==> config.mk <==
export PLATFORM = sky130hd
export DESIGN_NAME = packet_credit_arbiter
export DESIGN_NICKNAME = d
export VERILOG_FILES = /design/src/rtl/packet_credit_arbiter.sv
export SDC_FILE = /design/constraint.sdc
export NUM_CORES = 1
export LEC_CHECK = 0
export CORE_AREA = 2 2 64 96
export DETAILED_ROUTE_END_ITERATION = 8
export DIE_AREA = 0 0 66 98
export PLACE_DENSITY_LB_ADDON = 0.3
export SYNTH_ARGS = -nofsm -noshare
export SYNTH_HDL_FRONTEND = slang
export SYNTH_SLANG_ARGS = --single-unit
==> constraint.sdc <==
create_clock -name clk -period 3.9 [get_ports clk]
set_clock_uncertainty 0.2 [all_clocks]
set_input_delay 0.78 -clock clk [delete_from_list [all_inputs] [get_ports clk]]
set_output_delay 0.78 -clock clk [all_outputs]
set_load 0.01 [all_outputs]
==> src/rtl/packet_credit_arbiter.sv <==
// Round-robin wormhole arbiter for five ports (N,E,W,S,L) feeding one credit-managed output.
// Optional forced release of a stalled owner is built when ARB_TIMEOUT_EN is defined.
module packet_credit_arbiter #(
    parameter int CREDIT_DEPTH = 4,
    parameter int TIMEOUT      = 16
) (
    input  logic                                clk,
    input  logic                                rst,
    input  logic [4:0]                          req,
    input  logic [4:0]                          tail,
    input  logic                                credit_in,
    output logic [4:0]                          grant,
    output logic [4:0]                          xbar_sel,
    output logic [$clog2(CREDIT_DEPTH+1)-1:0]   credits,
    output logic                                credit_err,
    output logic                                timeout_err
);

    // state  | meaning
    // IDLE   | no owner; round-robin search over req from ptr+1
    // LOCKED | owner holds the output until its tail flit transfers
    typedef enum logic {IDLE = 1'b0, LOCKED = 1'b1} state_t;

    localparam int CW = $clog2(CREDIT_DEPTH+1);
    localparam logic [CW-1:0] CMAX = CW'(CREDIT_DEPTH);

    state_t        state, state_nxt;
    logic [2:0]    owner, owner_nxt;
    logic [2:0]    ptr, ptr_nxt;
    logic [CW-1:0] credits_nxt;
    logic          credit_err_nxt;
    logic          grant_any;
    logic          to_hit;

    function automatic logic [2:0] rr_pick(input logic [4:0] r, input logic [2:0] p);
        logic [3:0] sum;
        logic       found;
        rr_pick = p;
        found   = 1'b0;
        for (int i = 1; i <= 5; i++) begin
            sum = {1'b0, p} + 4'(i);
            if (sum >= 4'd5) sum = sum - 4'd5;
            if (!found && r[sum[2:0]]) begin
                rr_pick = sum[2:0];
                found   = 1'b1;
            end
        end
    endfunction

    always_ff @(posedge clk or posedge rst) begin
        if (rst) begin
            state      <= IDLE;
            owner      <= 3'd0;
            ptr        <= 3'd3;
            credits    <= CMAX;
            credit_err <= 1'b0;
        end else begin
            state      <= state_nxt;
            owner      <= owner_nxt;
            ptr        <= ptr_nxt;
            credits    <= credits_nxt;
            credit_err <= credit_err_nxt;
        end
    end

    always_comb begin
        state_nxt = state;
        owner_nxt = owner;
        ptr_nxt   = ptr;
        case (state)
            IDLE: begin
                if (|req) begin
                    state_nxt = LOCKED;
                    owner_nxt = rr_pick(req, ptr);
                end
            end
            LOCKED: begin
                if ((grant_any && tail[owner]) || to_hit) begin
                    state_nxt = IDLE;
                    ptr_nxt   = owner;
                end
            end
            default: state_nxt = IDLE;
        endcase
    end

    always_comb begin
        grant    = 5'b00000;
        xbar_sel = 5'b00000;
        if (state == LOCKED) begin
            xbar_sel = 5'b00001 << owner;
            if (req[owner] && (credits != '0)) grant = 5'b00001 << owner;
        end
    end

    assign grant_any = |grant;

    // A return at full count with nothing consumed is dropped and flagged.
    always_comb begin
        credits_nxt    = credits;
        credit_err_nxt = 1'b0;
        if (credit_in && !grant_any) begin
            if (credits == CMAX) credit_err_nxt = 1'b1;
            else                 credits_nxt    = credits + 1'b1;
        end else if (!credit_in && grant_any) begin
            credits_nxt = credits - 1'b1;
        end
    end

`ifdef ARB_TIMEOUT_EN
    localparam int TW = $clog2(TIMEOUT+1);
    logic [TW-1:0] to_cnt, to_cnt_nxt;

    assign to_hit = (state == LOCKED) && !grant_any && (to_cnt == TW'(TIMEOUT-1));

    always_comb begin
        to_cnt_nxt = to_cnt;
        if ((state_nxt != state) || grant_any) to_cnt_nxt = '0;
        else if (state == LOCKED)              to_cnt_nxt = to_cnt + 1'b1;
    end

    always_ff @(posedge clk or posedge rst) begin
        if (rst) begin
            to_cnt      <= '0;
            timeout_err <= 1'b0;
        end else begin
            to_cnt      <= to_cnt_nxt;
            timeout_err <= to_hit;
        end
    end
`else
    assign to_hit      = 1'b0;
    assign timeout_err = 1'b0;
`endif

endmodule

==> flow_summary_export.csv, run 1 <==
group,metric,value,unit
synthesis,synthArstFlopShare,1.00,
cts,numCtsBuffers,3,
outcome,status,"completed",
sta,slew_violations,0,
worst_setup_path,endpoint_kind,"primary output",
sta,setup_tns,0,ns
synthesis,synth-compound-area-share,0.215,
synthesis,ys_ff_latch,11,
sta,setup_viol,0,
routing,dr.pass1.iters,4,
cts,cts_max_level,1,
floorplan,coreArea,5700,sq um
power,ir_drop,0.261,mV
synthesis,synth_fa_ha_area_frac,0.0869,
cts,hold_buffers,0,
synthesis,synth_top_area_share,0.105,
routing,drc,0,
finish,num_antenna_cells,0,
cts,cts_sinks,11,
global_route,grt_pass1_wl,8.66,mm
synthesis,muxShareOfSynthArea,0.165,
placement,port_buffers,26,
finish,final_cell_mix,"26 x clkdlybuf4s50_1, 22 x nor2_1, 20 x nand2_1",
synthesis,synthesis.area,1900,sq um
synthesis,synth_area_leader_cell,"dfrtp_1",
synthesis,yosys_warnings,0,
synthesis,synth_edf_count,0,
floorplan,io_pins,28,
cts,cts_resized,0,
sta,finalCritPeriodShare,0.896,
power,power_leakage,0.933,nW
run,maxCapViolCount,0,
floorplan,die_w,66,um
routing,wl_per_cell,15.7,um
synthesis,synthSimpleGateAreaFrac,0.302,
synthesis,synth.net_count,261,
cts,postCtsSetupRepairBufs,0,
global_route,gr-total-overflow,0,
synthesis,synth-xor-area-share,0.0138,
worst_setup_path,path_max_fanout,5,
routing,vias,1845,
global_route,grt_max_degree,33,
finish,fin_area,2310,sq um
cts,cts_tree,"done",
hold_path,min_path_type,"reg2reg",
global_route,grt_use_total,0.168,
sta,holdWs,0.388,ns
sta,period_needed,3.49,ns
floorplan,initial_core_util,0.333,
worst_setup_path,cp.required,2.92,ns
sta,finalHoldViolCount,0,
cts,cts.path.max_buffers,2,
cts,clock_latency,0.24,ns
global_route,antenna_found_initial,0,
finish,syn2layout_area_growth,21.6,%
synthesis,synth_ff_type,"dfrtp_1",
routing,drt_iter0_drc,45,
synthesis,syn-instance-count,236,
worst_setup_path,crit_type,"in2out",
finish,final_common_cell,"clkdlybuf4s50_1",
sta,setup_ws,0.406,ns
cts,cts_root_buffer,"clkbuf_8",
power,power.density,997,nW/um^2
global_route,grt_pass1_vias,1828,
sta,max_freq,0.286,GHz
synthesis,syn_avg_cell_area,8.05,sq um
routing,detail-route-antenna-nets,0,
sta,rsz0062_at_grt,"no",
synthesis,yosys-top-cells-area,"dfrtp_1 11%, mux2i_1 6.8%, ha_1 6.6%",
floorplan,chipHeight,98,um
worst_setup_path,start_kind,"primary input",
worst_setup_path,cpMaxStageDelayCell,"mux4_2",
synthesis,synth_cell_type_count,62,
finish,layout.nets,289,
floorplan,dieArea,6470,sq um
worst_setup_path,cp_common_cell,"clkdlybuf4s50_1",
routing,vias_per_cell,5.51,
routing,drt_wl_total,5.27,mm
worst_setup_path,cp_cell_sequence,"clkdlybuf4s50_1 -> mux4_2 -> nand3_1 -> nor3_1 -> clkdlybuf4s50_1",
synthesis,ys_seq_area_frac,0.147,
synthesis,synth_top_family_by_area,"simple AND/OR/NAND/NOR gates",
floorplan,fp-row-count,34,
placement,pre_cts_ws,0.303,ns
placement,place_congestion,0.872,
placement,post_dp_cell_area,2260,sq um
worst_setup_path,slowest_delay,0.50,ns
worst_setup_path,arrival,2.51,ns
finish,drive_gt1_frac,0.156,
cts,clkSlewWorstSetupHoldPaths,0.05,ns
placement,hpwl,4.06,mm
worst max-delay path: cells and delay by family:
kind	cells	cell delay, ns
buffers and inverters	2	0.98
muxes	1	0.50
and+or+nand+nor	2	0.25
per-stage QoR:
step / std cells / power (mW) / utilization
floorplan: 236 / 1.71 / -
global placement: 331 / 2.17 / 0.397
detailed placement: 331 / 2.18 / 0.397
CTS: 335 / 2.30 / 0.405
global route: 335 / 2.52 / 0.405
finish: 335 / 2.30 / 0.405
state kept, by name (all words and copies together) (netlist names):
signal / count
ptr: 3
credit_err: 1
owner: 3
state: 1
credits: 3
area by class of cell:
| class | count | area, sq um |
|---|---|---|
| clock buffers | 3 | 41.3 |
| flip-flops and latches | 11 | 279 |
| well taps | 72 | 90.1 |
| clock inverters | 1 | 5.00 |
| fillers | 592 | 3390 |
| multi-input cells | 198 | 1490 |
| repair buffers | 40 | 365 |
| inverters | 10 | 37.5 |
worst paths after layout:
kind | from | endpoint | slack (ns) | depth (start not counted)
max | req[0] | grant[0] | 0.41 | 5
min | credits[2]$_DFFE_PP1P_ | credits[2]$_DFFE_PP1P_ | 0.39 | 2
max reg2reg | ptr[1]$_DFFE_PP1P_ | owner[1]$_DFFE_PP0P_ | 0.50 | 11
min reg2reg | credits[2]$_DFFE_PP1P_ | credits[2]$_DFFE_PP1P_ | 0.39 | 2
max in group asynchronous | rst | credits[2]$_DFFE_PP1P_ | 2.53 | 2
min in group asynchronous | rst | credits[1]$_DFFE_PP0P_ | 0.64 | 2
cells by family (layout without fill, tap and decap cells):
family	Yosys count	in the layout
xor+xnor	3	3
mux	24	24
flops	11	11
simple gates	104	104
fa+ha+maj	12	12
compound gates	54	54
buf+inv	27	54
other cells	1	1
where the power goes:
group | switching [mW] | leakage, nW | internal [mW]
sequential | 0.0821 | 0.128 | 0.174
combinational | 1.05 | 0.780 | 0.879
clock | 0.0432 | 0.0255 | 0.0702
total | 1.18 | 0.933 | 1.12
metal layers:
layer | track usage | vias up | routed length, um
li1 | - | 915 | -
met1 | 0.181 | 868 | 2130
met2 | 0.318 | 48 | 2780
met3 | 0.00576 | 14 | 149
met4 | 0.0926 | 0 | 212
met5 | 0 | - | 0
cells in the mapped netlist, types with 2 or more instances:
library cell  count
a211oi_1          4
a21oi_1          10
a22o_1            2
a22oi_1           3
a31oi_1           4
and2b_1           2
and3b_1           3
and4_1            2
buf_2            10
buf_4             2
clkbuf_1          3
dfrtp_1           8
dfstp_2           3
fa_1              2
ha_1             10
inv_1             8
inv_2             2
mux2_1            4
mux2i_1          13
mux4_2            5
nand2_1          20
nand2b_1         12
nand3_1           7
nand4_1           2
nor2_1           22
nor2b_1           8
nor3_1            8
nor3b_1           2
nor4_1            2
o2111ai_1         3
o21ai_0          10
o21ai_1           4
o31ai_2           2
or3_1             2
or4_1             3
xnor2_1           3
Power figures use the tool's default switching activity.
==> run 2: changes to the inputs <==
Settings changed: PLACE_DENSITY_LB_ADDON 0.3 to not set.
==> flow_summary_export.csv, run 2 (synthesis results as in run 1) <==
group,metric,value,unit
outcome,status,"completed",
placement,hpwl,4.18,mm
cts,cts_tree,"done",
worst_setup_path,regToRegEndpoint,"owner[1]$_DFFE_PP0P_",
global_route,antenna_found_initial,0,
worst_setup_path,r2r_cells,10,
placement,place_congestion,0.941,
finish,syn2layout_area_growth,21.2,%
floorplan,die_w,66,um
power,power.internal,1.12,mW
worst_setup_path,rr_startpoint,"ptr[1]$_DFFE_PP1P_",
cts,cts_sinks,11,
worst_setup_path,cp_cell_sequence,"inv_1 -> ha_1 -> and2b_1 -> a221oi_1 -> mux2_1 -> a31oi_1 -> nor2_1 -> and4_4 -> a311o_1 -> o31ai_2",
routing,vias_per_cell,5.52,
cts,clkSlewWorstSetupHoldPaths,0.05,ns
sta,slew_headroom,0.671,
floorplan,chipHeight,98,um
floorplan,io_pins,28,
routing,detail-route-antenna-nets,0,
sta,slew_violations,0,
cts,hold_buffers,0,
power,switching_share,0.514,
power,power.density,1000,nW/um^2
routing,drt_iter0_drc,112,
cts,cts_resized,0,
power,power.total,2.31,mW
power,ir_drop,0.262,mV
sta,finalHoldViolCount,0,
cts,cts_root_buffer,"clkbuf_8",
routing,vias,1844,
routing,wl_per_cell,15.9,um
cts,clock_latency,0.24,ns
hold_path,hold_path_end,"credits[2]$_DFFE_PP1P_",
floorplan,coreArea,5700,sq um
sta,rsz0062_at_grt,"no",
floorplan,dieArea,6470,sq um
run,maxCapViolCount,0,
finish,fill_cells,603,
sta,finalCritPeriodShare,0.912,
routing,drt_wl_total,5.30,mm
power,seq_power_share,0.112,
floorplan,initial_core_util,0.333,
finish,multiInputGateArea,1490,sq um
sta,period_needed,3.56,ns
worst_setup_path,slowest_delay,0.70,ns
cts,postCtsSetupRepairBufs,0,
hold_path,hold_depth,2,
sta,setup_tns,0,ns
cts,cts_max_level,1,
routing,drc,0,
floorplan,fp-row-count,34,
finish,fin_util,0.404,
finish,num_antenna_cells,0,
sta,setup_viol,0,
worst_setup_path,arrival,3.51,ns
finish,final_common_cell,"clkdlybuf4s50_1",
finish,final_cell_mix,"26 x clkdlybuf4s50_1, 22 x nor2_1, 20 x nand2_1",
finish,drive_gt1_frac,0.153,
placement,post_dp_cell_area,2260,sq um
global_route,grt_pass1_wl,8.85,mm
worst_setup_path,start_kind,"flop",
finish,fin_area,2300,sq um
worst_setup_path,crit_type,"reg2reg",
hold_path,holdCritStartpoint,"credits[2]$_DFFE_PP1P_",
routing,dr.pass1.iters,4,
global_route,grt_use_total,0.172,
power,power_leakage,0.928,nW
placement,port_buffers,26,
worst_setup_path,cpMaxStageDelayCell,"dfstp_2",
sta,tightest_slew,0.489,ns
sta,max_freq,0.281,GHz
worst_setup_path,cp.required,3.86,ns
worst_setup_path,rrSetupSlack,0.34,ns
finish,layout.nets,288,
global_route,grt_pass1_vias,1809,
power,p_switching,1.18,mW
finish,largestRegisters,"credits: 3 flops, owner: 3 flops, ptr: 3 flops",
worst_setup_path,endpoint_kind,"flop",
global_route,gr-total-overflow,0,
hold_path,min_path_type,"reg2reg",
power,combPwrFrac,0.836,
cts,numCtsBuffers,3,
global_route,grt_max_degree,31,
worst_setup_path,path_max_fanout,13,
power,power_frac_clock,0.052,
cts,cts.path.max_buffers,2,
finish,layout.area.seq,279,sq um
## run 2: cell count changes in the layout (fill, tap and decap cells not counted), sizes merged
cell,before,now
buf,14,13
## run 2: worst max path at each step
stage                             startpoint              endpoint  cells past startpoint
final                     ptr[1]$_DFFE_PP1P_  owner[1]$_DFFE_PP0P_                     10
after CTS                 ptr[1]$_DFFE_PP1P_  owner[1]$_DFFE_PP0P_                     11
after detailed placement  ptr[1]$_DFFE_PP1P_  owner[1]$_DFFE_PP0P_                     11
after global routing      ptr[1]$_DFFE_PP1P_  owner[1]$_DFFE_PP0P_                     11
after global placement    ptr[1]$_DFFE_PP1P_  owner[1]$_DFFE_PP0P_                     11
after floorplan           ptr[0]$_DFFE_PP1P_  owner[1]$_DFFE_PP0P_                     12
## run 2: per-stage QoR
| step | cells | hold slack [ns] | setup slack [ns] |
|---|---|---|---|
| detailed placement | 330 | 0.354 | 0.328 |
| CTS | 334 | 0.363 | 0.311 |
| global route | 334 | 0.403 | 0.0644 |
| finish | 334 | 0.364 | 0.342 |
| global placement | 330 | 0.359 | 0.380 |
| floorplan | 236 | 0.323 | 0.465 |
## run 2: area by class of cell
| cell class | count | share of cell area |
|---|---|---|
| timing repair buffer | 39 | 0.155 |
| multi-input combinational | 198 | 0.648 |
| clock buffer | 3 | 0.0179 |
| inverter | 10 | 0.0163 |
| tap | 72 | 0.0391 |
| sequential | 11 | 0.121 |
| clock inverter | 1 | 0.00217 |
## run 2: critical path, delay by kind of cell (launching register included)
kind | cells | cell delay (ns)
buffers and inverters | 1 | 0.21
multiplexers | 1 | 0.36
AO/OA/AOI/OAI | 4 | 1.02
AND/OR/NAND/NOR | 3 | 0.48
adder cells (fa/ha/maj) | 1 | 0.49
flip-flops | 1 | 0.70
## run 2: layer usage
layer | part of all wire | GRT usage | up-vias
met5 | 0 | 0 | -
met4 | 0.035 | 0.0785 | 0
met3 | 0.027 | 0.00576 | 12
met2 | 0.52 | 0.311 | 48
met1 | 0.42 | 0.205 | 874
li1 | - | - | 910
## run 2: power groups by stage
stage          combinational, mW  clock (mW)  sequential (mW)
5_1_grt                     2.13       0.128            0.271
6_report                    1.93       0.119            0.258
3_5_place_dp                1.92           0            0.261
4_1_cts                     1.93       0.122            0.259
2_1_floorplan               1.47           0            0.235
3_3_place_gp                1.93           0            0.260
==> edit 1, RTL diff (config.mk and constraints of run 2) <==
Put one more register stage on the output `credits`, without a reset. The value now appears one clock later. The other outputs are not delayed to match.
--- a/src/rtl/packet_credit_arbiter.sv
+++ b/src/rtl/packet_credit_arbiter.sv
@@ -23,6 +23,8 @@
 
     localparam int CW = $clog2(CREDIT_DEPTH+1);
     localparam logic [CW-1:0] CMAX = CW'(CREDIT_DEPTH);
+
+    logic [$clog2(CREDIT_DEPTH+1)-1:0] credits_s0;
 
     state_t        state, state_nxt;
     logic [2:0]    owner, owner_nxt;
@@ -52,13 +54,13 @@
             state      <= IDLE;
             owner      <= 3'd0;
             ptr        <= 3'd3;
-            credits    <= CMAX;
+            credits_s0 <= CMAX;
             credit_err <= 1'b0;
         end else begin
             state      <= state_nxt;
             owner      <= owner_nxt;
             ptr        <= ptr_nxt;
-            credits    <= credits_nxt;
+            credits_s0 <= credits_nxt;
             credit_err <= credit_err_nxt;
         end
     end
@@ -89,7 +91,7 @@
         xbar_sel = 5'b00000;
         if (state == LOCKED) begin
             xbar_sel = 5'b00001 << owner;
-            if (req[owner] && (credits != '0)) grant = 5'b00001 << owner;
+            if (req[owner] && (credits_s0 != '0)) grant = 5'b00001 << owner;
         end
     end
 
@@ -97,13 +99,13 @@
 
     // A return at full count with nothing consumed is dropped and flagged.
     always_comb begin
-        credits_nxt    = credits;
+        credits_nxt    = credits_s0;
         credit_err_nxt = 1'b0;
         if (credit_in && !grant_any) begin
-            if (credits == CMAX) credit_err_nxt = 1'b1;
-            else                 credits_nxt    = credits + 1'b1;
+            if (credits_s0 == CMAX) credit_err_nxt = 1'b1;
+            else                 credits_nxt    = credits_s0 + 1'b1;
         end else if (!credit_in && grant_any) begin
-            credits_nxt = credits - 1'b1;
+            credits_nxt = credits_s0 - 1'b1;
         end
     end
 
@@ -133,5 +135,9 @@
     assign timeout_err = 1'b0;
 `endif
 
+    always_ff @(posedge clk) begin
+        credits <= credits_s0;
+    end
+
 endmodule
 
Function: changed (Yosys sat finds a counterexample within 4 cycles, from zero or initial values and one cycle with rst high).
==> edit 1 against run 2 <==
- non-clock buffer count increased by 3
- final area grew 4.5%
- worst setup slack better by 0.033 ns
- area after synthesis grew 4.1%
- sequential cell count is 3 higher
- critical path depth is 3 higher
- wire length up 3.5%
- highest routed layer unchanged
Power is not shown: default switching activity piles up to over one toggle a cycle in this logic, so the estimate is an artifact.
==> edit 1: results (changes against run 2) <==
Parameter                              Value

Status
  Run status ... finished, final reports clean (unchanged)

CTS
  Clock transition time at the flip-flop clock pins of the worst setup and hold paths ... about 0.06 ns
  Number of CTS-inserted buffers ... 3 (unchanged)
  Skew-Pair Late Insertion Delay ... 0.24 ns (about the same)
  Total of cells resized after clock tree synthesis ... 0 (unchanged)
  Clock tree buffer depth ... 2 (unchanged)
  Number of buffers inserted by post-CTS setup repair ... 0 (unchanged)
  Level count of the clock H-tree ... 1 (unchanged)
  Clock root buffer ... clkbuf_8 (unchanged)

Synth
  Area share of the largest cell type after synthesis ... 0.101 (was 0.105)
  Number of nets in the synthesized netlist ... 270 (was 261)
  Distinct cell type count of the synthesized netlist ... 71 (was 62)
  Share of synthesized area occupied by flip-flops and latches ... 0.171 (was 0.147)
  Async set-reset flop share out of synthesis ... 0.786 (was 1.00)
  Largest cells by area after synthesis ... dfrtp_1 10%, ha_1 6.3%, nor2_1 5.1% (was dfrtp_1 11%, mux2i_1 6.8%, ha_1 6.6%)
  Most instantiated cells after synthesis ... 27 x nor2_1, 18 x nand2_1, 13 x a21oi_1 (was 22 x nor2_1, 20 x nand2_1, 13 x mux2i_1)
  Count of yosys warnings during synthesis ... 0 (unchanged)

Global route
  Pin count of the biggest net entering global routing ... 19 (was 31)
  Aggregate global-route resource usage ... 0.180 (was 0.172)
  Number of antenna violations at the first check in global routing ... 0 (unchanged)
  Global-route wire length before repair ... 9070 um (was 8850 um)

Routing
  Initial DRC count ... 69 (was 112)
  Initial DRT Pass Iterations ... 4 (unchanged)
  DRC Markers ... 0 (unchanged)
  Vias after detailed routing ... 1907 (was 1844)
  Average wire length per cell after detail routing ... 15.7 um (was 15.9 um)

Hold path
  Min-delay worst type ... reg -> reg (unchanged)
  Worst Hold Depth ... 0 (was 2)

Worst setup path
  Crit Path Max Fanout ... 10 (was 13)
  Minimum setup slack among reg-to-reg paths ... 0.37 ns (was 0.34 ns)
  Crit path capture ... owner[1]$_DFFE_PP0P_ (unchanged)
  Critical path data arrival time ... 3.46 ns (was 3.51 ns)
  Worst Reg2Reg Path Length in Cells ... 13 (was 10)
  First element of the critical path ... ptr[0]$_DFFE_PP1P_ (was ptr[1]$_DFFE_PP1P_)

Place
  Post-DP HPWL ... 4460 um (was 4180 um)
  Placer's final routability congestion estimate ... 0.874 (was 0.941)

Finish
  Fraction of final layout cells sized beyond drive strength 1 ... 0.162 (was 0.153)
  Antenna cell count ... 0 (unchanged)
  Commonest non-fill, non-tap cell in the layout ... nor2_1 (was clkdlybuf4s50_1)
  Nets@finish ... 303 (was 288)

Run
  Max cap viols ... 0 (unchanged)
==> edit 1: cell types whose count changed after synthesis, moves of 5 or more <==
cell and change:
buf_2 -5, and2_1 +5, nor2_1 +5, mux2i_1 -7, o22ai_1 +5
==> edit 1: stage by stage <==
stage                     worst slack (ns)  instance area, sq um   util  hold WS [ns]  instances
after floorplan                      0.615                  1980      -         0.226        245
after global placement               0.395                  2350  0.413         0.255        345
after detailed placement             0.402                  2350  0.413         0.254        345
after CTS                            0.373                  2410  0.422         0.258        349
after global routing                0.0217                  2410  0.422         0.272        349
final                                0.375                  2410  0.422         0.256        349
==> edit 1: cell type report <==
type / instances / area (sq um)
Fill cell: 596 / 3290
Multi-Input combinational cell: 204 / 1490
Timing Repair Buffer: 42 / 380
Sequential cell: 14 / 339
Tap cell: 72 / 90.1
Clock buffer: 4 / 55.1
Inverter: 13 / 48.8
==> edit 1: cell families (layout without fill, tap and decap cells) <==
| kind of cell | after synthesis | in the layout | share of synthesized area |
|---|---|---|---|
| AND/OR/NAND/NOR | 102 | 102 | 0.291 |
| flip-flops | 14 | 14 | 0.171 |
| buffers and inverters | 27 | 59 | 0.0734 |
| adder cells (fa/ha/maj) | 12 | 12 | 0.0835 |
| AO/OA/AOI/OAI | 70 | 70 | 0.264 |
| other | 1 | 1 | 0.00190 |
| XOR/XNOR | 8 | 8 | 0.0392 |
| multiplexers | 11 | 11 | 0.0759 |
==> edit 1: worst min-delay path by stage <==
stage	start	to	slack, ns
2_1_floorplan	credits_s0[2]$_DFFE_PP1P_	credits[2]$_DFF_P_	0.23
5_1_grt	credits_s0[2]$_DFFE_PP1P_	credits[2]$_DFF_P_	0.27
6_report	credits_s0[2]$_DFFE_PP1P_	credits[2]$_DFF_P_	0.26
4_1_cts	credits_s0[2]$_DFFE_PP1P_	credits[2]$_DFF_P_	0.26
3_3_place_gp	credits_s0[2]$_DFFE_PP1P_	credits[2]$_DFF_P_	0.25
3_5_place_dp	credits_s0[2]$_DFFE_PP1P_	credits[2]$_DFF_P_	0.25
==> edit 1: critical path: stages (launching register included) <==
cell      delay, ns
dfstp_2        0.63
inv_2          0.06
buf_4          0.19
ha_1           0.23
inv_1          0.09
fa_1           0.38
nor2_1         0.10
o22ai_1        0.26
a21bo_1        0.28
o221ai_1       0.25
a31oi_2        0.09
and4b_1        0.23
and2_1         0.16
a311oi_1       0.26
==> edit 1: per-layer routing <==
metal	track usage	vias to the layer above	routed length, um
met5	0	-	0
met4	0.0597	0	142
met3	0.0161	12	151
met2	0.359	46	3080
met1	0.188	895	2100
li1	-	954	-
==> edit 2, RTL diff (flow settings as in run 2) <==
Made on the original files. Build with the macro `ARB_TIMEOUT_EN` defined.
--- a/src/rtl/packet_credit_arbiter.sv
+++ b/src/rtl/packet_credit_arbiter.sv
@@ -1,5 +1,7 @@
 // Round-robin wormhole arbiter for five ports (N,E,W,S,L) feeding one credit-managed output.
 // Optional forced release of a stalled owner is built when ARB_TIMEOUT_EN is defined.
+`define ARB_TIMEOUT_EN
+
 module packet_credit_arbiter #(
     parameter int CREDIT_DEPTH = 4,
     parameter int TIMEOUT      = 16
Formal check against the unedited RTL: same outputs for any inputs over 10 cycles, from zero or initial values and one cycle with rst high; that may be too few to reach the edited logic, so the function may still have changed.
==> edit 2 against run 2 <==
- sequential cell count increased by 6
- worst setup slack got worse by 0.17 ns
- final area grew 10%
- cell count rose by 14%
- clock power rose by 12%
- area after synthesis is 9.5% higher
- largest cell class unchanged
- total power is 7.6% higher
- critical endpoint is now grant[0]
- wire length up 12%
- critical path type is now in -> out
- largest power group unchanged
==> edit 2: results (changes against run 2) <==
Parameter                              Value

Routing
  WL met2 ... 3040 um (was 2760 um)
  Detailed-route vias per instance ... 5.72 (was 5.52)
  Metal-1 WL ... 2410 um (was 2210 um)
  Initial DRT Pass Iterations ... 5 (was 4)
  Initial DRC count ... 136 (was 112)
  WL met3 ... 252 um (was 145 um)
  Wirelength, routed ... 5940 um (was 5300 um)

Worst setup path
  First element of the critical path ... req[0] (was ptr[1]$_DFFE_PP1P_)
  Critical path data arrival time ... 2.75 ns (was 3.51 ns)
  Worst Reg2Reg Path Length in Cells ... 11 (was 10)
  R2r endpoint ... owner[0]$_DFFE_PP0P_ (was owner[1]$_DFFE_PP0P_)
  Crit Path Max Fanout ... 4 (was 13)
  Cell with the biggest individual delay on the critical path ... clkdlybuf4s50_1 (was dfstp_2)
  Peak per-stage delay on the critical path ... 0.57 ns (was 0.70 ns)
  Crit path capture ... grant[0] (was owner[1]$_DFFE_PP0P_)
  Minimum setup slack among reg-to-reg paths ... 0.38 ns (was 0.34 ns)
  Dominant delay contributor by cell family on the critical path ... buffers and inverters (was compound AO/OA/AOI/OAI gates)

Place
  Placer's final routability congestion estimate ... 0.960 (was 0.941)
  Number of I/O port buffers ... 27 (was 26)
  Post-DP HPWL ... 4720 um (was 4180 um)
  Placed cell areas ... 2490 sq um (was 2260 sq um)

Status
  Run status ... finished, final reports clean (unchanged)

Synth
  Area share of the largest cell type after synthesis ... 0.168 (was 0.105)
  Largest cells by area after synthesis ... dfrtp_1 17%, ha_1 7.2%, nor2_1 6.5% (was dfrtp_1 11%, mux2i_1 6.8%, ha_1 6.6%)
  Number of nets in the synthesized netlist ... 304 (was 261)
  Distinct cell type count of the synthesized netlist ... 57 (was 62)
  Most instantiated cells after synthesis ... 36 x nor2_1, 27 x nand2_1, 20 x o21ai_0 (was 22 x nor2_1, 20 x nand2_1, 13 x mux2i_1)
  Share of synthesized area occupied by flip-flops and latches ... 0.206 (was 0.147)

Finish
  Antenna cell count ... 0 (unchanged)
  Nets@finish ... 338 (was 288)
  Fill cell total of the finished layout ... 602 (was 603)
  Fraction of final layout cells sized beyond drive strength 1 ... 0.116 (was 0.153)
  Largest register FFs ... 5

Global route
  Met2 layer usage reported by global route ... 0.352 (was 0.311)
  Met3 track demand over resource ... 0.0173 (was 0.00576)
  Aggregate global-route resource usage ... 0.197 (was 0.172)
  Number of global-route vias before repair ... 2172 (was 1809)
  Global-route wire length before repair ... 10200 um (was 8850 um)
  Pin count of the biggest net entering global routing ... 22 (was 31)
  Met1 Use GR ... 0.235 (was 0.205)

Power
  Leakage power total ... 0.00106 uW (was 0.000928 uW)
  Max VDD drop ... 0.000399 V (was 0.000262 V)
  Clock network power share ... 0.053
  Cell Int Power ... 1200 uW (was 1120 uW)
  Comb power ... 1970 uW (was 1930 uW)

CTS
  Clock transition time at the flip-flop clock pins of the worst setup and hold paths ... 0.07 ns (was 0.05 ns)
  Number of CTS-inserted buffers ... 3 (unchanged)
  Level count of the clock H-tree ... 1 (unchanged)

Timing
  Worst-Margin Slew ... 0.649 ns (was 0.489 ns)

Hold path
  Worst Hold Depth ... 2 (unchanged)
## edit 2: layout make-up
class	count	area, sq um	area share
multi-input cells	232	1530	0.603
flip-flops and latches	17	429	0.169
repair buffers	42	383	0.151
well taps	72	90.1	0.0356
inverters	15	56.3	0.0222
clock buffers	3	41.3	0.0163
clock inverters	1	5.00	0.00198
## edit 2: through the flow
stage	setup WS [ns]	power, uW	cells	hold slack (ns)	util
global route	0.0213	2750	382	0.384	0.444
detailed placement	0.148	2330	378	0.332	0.436
global placement	0.163	2320	378	0.319	0.436
CTS	0.139	2480	382	0.344	0.444
finish	0.170	2480	382	0.339	0.444
floorplan	0.473	1810	277	0.297	-
## edit 2: logic make-up (layout without fill, tap and decap cells)
family	after synthesis	count (layout)	synth area share
compound gates	78	78	0.257
xor+xnor	6	6	0.0252
fa+ha+maj	14	14	0.0913
buf+inv	28	61	0.0595
flops	17	17	0.206
mux	10	10	0.0613
simple gates	124	124	0.299
